--- src/rtl/icache_ctrl.sv ---
// ============================================================================
// icache_ctrl
// ----------------------------------------------------------------------------
// Instruction-cache controller placed directly in front of the I-cache SRAM.
// Accepts fetch requests from the CPU and drives the SRAM read/fill ports.
// On a miss it refills the block from instruction memory, then returns the
// requested 32-bit instruction word to the fetch stage.
//
// Optional feature macro: ICACHE_FWD_EN (critical-word forwarding)
//   defined   : the FILL cycle also returns the instruction from the refill
//               buffer, then the controller goes straight back to IDLE.
//   undefined : FILL -> REPLAY -> LOOKUP, and the instruction comes back
//               from the SRAM hit that follows.
//
// Ports
//   clk              : clock, all state changes on the rising edge
//   rst              : synchronous active-high reset
//   cpu_req          : fetch request valid
//   cpu_addr         : instruction byte address
//   cpu_ready        : request accepted on the edge where cpu_req && cpu_ready
//   cpu_valid        : cpu_instr valid, one pulse per accepted request
//   cpu_instr        : returned instruction word
//   sram_ren         : SRAM read enable
//   sram_wen         : SRAM fill write enable
//   sram_block_addr  : block address sent to the SRAM
//   sram_data_in     : fill block written into the SRAM
//   sram_hit         : SRAM hit, valid the cycle after sram_ren
//   sram_data_out    : SRAM read block, valid with sram_hit
//   mem_req          : refill request to instruction memory
//   mem_block_addr   : block address being refilled
//   mem_ack          : single-cycle refill acknowledge
//   mem_data         : refill block, valid with mem_ack
// ============================================================================
module icache_ctrl #(
    parameter  int ADDR_W       = 32,
    parameter  int WORD_W       = 32,
    parameter  int BLOCK_WORDS  = 4,
    localparam int OFS_W        = $clog2(BLOCK_WORDS * WORD_W / 8),
    localparam int BLOCK_ADDR_W = ADDR_W - OFS_W,
    localparam int BLOCK_BITS   = BLOCK_WORDS * WORD_W
) (
    input  logic                    clk,
    input  logic                    rst,
    // CPU fetch side
    input  logic                    cpu_req,
    input  logic [ADDR_W-1:0]       cpu_addr,
    output logic                    cpu_ready,
    output logic                    cpu_valid,
    output logic [WORD_W-1:0]       cpu_instr,
    // SRAM array side
    output logic                    sram_ren,
    output logic                    sram_wen,
    output logic [BLOCK_ADDR_W-1:0] sram_block_addr,
    output logic [BLOCK_BITS-1:0]   sram_data_in,
    input  logic                    sram_hit,
    input  logic [BLOCK_BITS-1:0]   sram_data_out,
    // Instruction memory refill side
    output logic                    mem_req,
    output logic [BLOCK_ADDR_W-1:0] mem_block_addr,
    input  logic                    mem_ack,
    input  logic [BLOCK_BITS-1:0]   mem_data
);

    // Byte-within-word bits and word-within-block index width.
    localparam int BYTE_W = $clog2(WORD_W / 8);
    localparam int WIDX_W = $clog2(BLOCK_WORDS);

    typedef enum logic [2:0] {
        IDLE,
        LOOKUP,
        MISS,
        FILL,
        REPLAY
    } state_t;

    state_t                  state;
    state_t                  nstate;
    logic [ADDR_W-1:0]       req_addr;
    logic [BLOCK_BITS-1:0]   fill_buf;
    logic                    accept;

    logic [BLOCK_ADDR_W-1:0] req_blk;
    logic [WIDX_W-1:0]       req_widx;
    logic                    unused_byte_bits;

    always_comb begin
        req_blk          = req_addr[ADDR_W-1:OFS_W];
        req_widx         = req_addr[OFS_W-1:BYTE_W];
        // Byte offset within a word never selects anything.
        unused_byte_bits = ^req_addr[BYTE_W-1:0];
    end

    // ------------------------------------------------------------------
    // State and request/refill registers
    // ------------------------------------------------------------------
    always_ff @(posedge clk) begin
        if (rst) begin
            state    <= IDLE;
            req_addr <= '0;
            fill_buf <= '0;
        end else begin
            state <= nstate;
            if (accept) begin
                req_addr <= cpu_addr;
            end
            if (state == MISS && mem_ack) begin
                fill_buf <= mem_data;
            end
        end
    end

    // ------------------------------------------------------------------
    // Next state and outputs
    // All outputs are forced low while rst is high, so an in-flight miss
    // or fill issues nothing further during the reset cycle.
    // ------------------------------------------------------------------
    always_comb begin
        nstate          = state;
        accept          = 1'b0;
        cpu_ready       = 1'b0;
        cpu_valid       = 1'b0;
        cpu_instr       = '0;
        sram_ren        = 1'b0;
        sram_wen        = 1'b0;
        sram_block_addr = '0;
        sram_data_in    = '0;
        mem_req         = 1'b0;
        mem_block_addr  = '0;

        if (!rst) begin
            case (state)
                IDLE: begin
                    cpu_ready = 1'b1;
                end

                LOOKUP: begin
                    if (sram_hit) begin
                        cpu_valid = 1'b1;
                        cpu_instr = sram_data_out[req_widx * WORD_W +: WORD_W];
                        cpu_ready = 1'b1;
                        nstate    = IDLE;
                    end else begin
                        nstate = MISS;
                    end
                end

                MISS: begin
                    mem_req        = 1'b1;
                    mem_block_addr = req_blk;
                    if (mem_ack) begin
                        nstate = FILL;
                    end
                end

                FILL: begin
                    sram_wen        = 1'b1;
                    sram_block_addr = req_blk;
                    sram_data_in    = fill_buf;
`ifdef ICACHE_FWD_EN
                    cpu_valid = 1'b1;
                    cpu_instr = fill_buf[req_widx * WORD_W +: WORD_W];
                    nstate    = IDLE;
`else
                    nstate = REPLAY;
`endif
                end

                REPLAY: begin
                    sram_ren        = 1'b1;
                    sram_block_addr = req_blk;
                    nstate          = LOOKUP;
                end

                default: begin
                    nstate = IDLE;
                end
            endcase

            // Acceptance overrides the IDLE/LOOKUP-hit defaults above: the
            // new block is looked up in this same cycle (hit pipelining).
            if (cpu_ready && cpu_req) begin
                accept          = 1'b1;
                sram_ren        = 1'b1;
                sram_block_addr = cpu_addr[ADDR_W-1:OFS_W];
                nstate          = LOOKUP;
            end
        end
    end

endmodule

--- config.mk ---
export PLATFORM = sky130hd
export DESIGN_NAME = icache_ctrl
export DESIGN_NICKNAME = d
export VERILOG_FILES = /design/src/rtl/icache_ctrl.sv
export SDC_FILE = /design/constraint.sdc
export NUM_CORES = 1
export LEC_CHECK = 0
export ABC_AREA = 1
export CORE_AREA = 2 2 199 201
export CTS_BUF_LIST = sky130_fd_sc_hd__clkbuf_4 sky130_fd_sc_hd__clkbuf_8
export DETAILED_ROUTE_END_ITERATION = 16
export DIE_AREA = 0 0 201 203
export GPL_TIMING_DRIVEN = 0
export PLACE_DENSITY = 0.57
export RECOVER_POWER = 50
export SYNTH_ARGS = -nofsm -noshare
export SYNTH_HDL_FRONTEND = slang
export SYNTH_SLANG_ARGS = --single-unit
--- constraint.sdc ---
create_clock -name clk -period 1.5 [get_ports clk]
set_input_delay 0.3 -clock clk [delete_from_list [all_inputs] [get_ports clk]]
set_output_delay 0.3 -clock clk [all_outputs]
set_load 0.005 [all_outputs]
==> out/metrics.cfg <==
[timing]
rsz0062_at_grt=true
max_slew_margin=0.3934
setup_viol_count_final=369
final_max_slew_viol_count=0
hold_viol=0
hold_ws_ps=324.9
fin_crit_ps=2271
fin_ws_ps=-771.5
timing.fmax_mhz=440.2
worst_slew_pin_slew_ps=909.9
post-route-period-util=1.514
finClkSkew_ps=15.12

[setup_path]
cp-end-kind=output pin
arrival_ps=1970
cp_max_fo=8
worst-path-buf-inv=4
path_cells=clkinvlp_4 -> buf_6 -> clkbuf_16 -> nor2_1 -> o21ai_0 -> a21oi_1 -> clkdlybuf4s15_2
cpPeakStageDelay_ps=390
worstSetupStartpointType=flop
slowest_stage=dfxtp_4
required_ps=1200
crit_family=buffers and inverters
crit_type=flop to output pin

[final_layout]
layout_commonest_cell=nor2_1
mostFrequentLayoutCells=nor2_1, clkdlybuf4s50_1, buf_2, o21ai_0, dfxtp_1
fin_cells=2527
synthToLayoutAreaGrowth_pct=87.41
final_net_count=2288
nFillCells=4181
layout-drive-gt1-share=0.2943
final_core_util=0.4144

[detailed_routing]
wl_per_cell_um=17.11
routed_wl_um=43230
via_count=11290
drtIter0Drc=614
viasPerCell=4.469
drc=0
firstDrtPassIters=5
postRouteAntennaNets=0

[power]
power_frac_seq=0.450
p_int_mw=6.853
vdd_drop_max_uv=547.1
p_clk_frac=0.321
power.density_nw_per_um2=622.8
pwr-share-comb=0.229
power.switching_mw=3.075
p_sw_frac=0.3097
leakagePower_nw=6.385

[cts]
clk_pin_slew_ps=90
root_buffer=clkbuf_8
cts_made_buffers=17
clockBufferDepth=2
cts.sinks=161
clk_latency_ps=470
postCtsHoldBufs=0
htreeDepth=4
cts_tree=built

[synthesis]
synth.avg_cell_area_um2=6.032
synth_nets=1703
ys_seq_area_frac=0.3789
synth_area_um2=8506
ys_ff_latch=161
ys_types=20
synth_cells=1410
ys_warn_count=0

[global_routing]
antenna_found_initial=1
use_met1=0.2654
grt_pass1_wl_um=62470
grt-ovfl-total=0
grt_util_met3=0.04077
grt_max_degree=18
grt_pass1_vias=10610
busiest_layer=met2
grt_usage=0.1955
grtUsageMet2=0.3195

[floorplan]
core_area_um2=38470
die_area_um2=40800
die_x_um=201
io_pins=514
die_h_um=203
start_util=0.2211
num_rows=72

[place]
gp_congestion=0.9270
place_inst=2437
placement.io_buffers=509
dp_hpwl_um=32210
place_ws_ps=-1268

[hold_path]
hp-class=input port to flop

[status]
violations=setup timing
status=complete, but fails checks

[flow_run]
max_cap_violations=0

worst register-to-register path, cell delays in order (launching register included):
cell      delay [ps]
dfxtp_4          400
buf_6            110
nor3_4            40
buf_12           140
buf_4            130
nand2_2           90
buf_2            350
clkbuf_1         370
o21ai_0          140
nor2_1           130
area by class of cell:
cell class	count	area, um2	area share
Clock buffer	17	234.0	0.01468
Sequential cell	161	3242	0.2034
Tap cell	518	648.1	0.04066
Multi-Input combinational cell	997	5266	0.3304
Buffer	108	899.6	0.05644
Timing Repair Buffer	568	4954	0.3108
Inverter	142	551.8	0.03462
Antenna cell	1	2.502	0.0001570
Clock inverter	15	142.6	0.008948
per-stage QoR:
stage / cell area [um2] / setup TNS, ps / total power, mW
4_1_cts: 14890 / -214640 / 9.664
3_3_place_gp: 14250 / -256980 / 6.378
3_5_place_dp: 14250 / -259410 / 6.386
5_1_grt: 15940 / -244030 / 10.44
6_report: 15940 / -194700 / 9.928
2_1_floorplan: 8506 / -187.6 / 5.229
per-layer routing:
layer / wire [um] / vias to the layer above / part of all wire
li1: - / 5558 / -
met1: 19590 / 5281 / 0.45
met2: 20400 / 403 / 0.47
met3: 2452 / 49 / 0.057
met4: 783 / 2 / 0.018
met5: 7 / - / 0.00016
cells in the mapped netlist, drive strengths merged:
master,n,share of area
nor2,548,0.24
o21ai,194,0.11
dfxtp,161,0.38
inv,142,0.063
nand2,100,0.045
nand3,88,0.052
a21oi,63,0.037
buf,55,0.040
clkbuf,55,0.024
nand4,2,0.0015
nand3b,1,0.00088
nor3,1,0.0012
path summary, 6_finish.rpt:
path,from,end,slack (ps),depth (start not counted)
worst min register to register,fill_buf[81],fill_buf[81],490,2
worst max register to register,state[0],fill_buf[55],-460,9
worst max-delay path,req_addr[3],cpu_instr[9],-770,7
worst min-delay path,cpu_req,req_addr[30],320,4
power by group through the flow:
stage,Clock [mW],Sequential [mW],Combinational (mW)
global route,3.49,4.49,2.46
detailed placement,0,4.55,1.83
finish,3.19,4.47,2.27
global placement,0,4.55,1.83
floorplan,0,4.53,0.697
CTS,3.30,4.46,1.91
cell families after synthesis:
| kind of cell | synth area share |
|---|---|
| AND/OR/NAND/NOR | 0.3425 |
| AO/OA/AOI/OAI | 0.1512 |
| buffers and inverters | 0.1274 |
| flip-flops | 0.3789 |
registers in the layout, summed over array words and instances (netlist names):
signal    cells
req_addr     30
state         3
fill_buf    128
timing repair:
action / 4_1_cts / 5_1_grt
resized for setup: 660 / 640
setup endpoints to repair: 358 / 379
hold endpoints to repair: 0 / 0
setup buffers: 7 / 36
gates cloned: 3 / 13
pin swaps: 11 / 58
(Power assumes the default switching activity.)
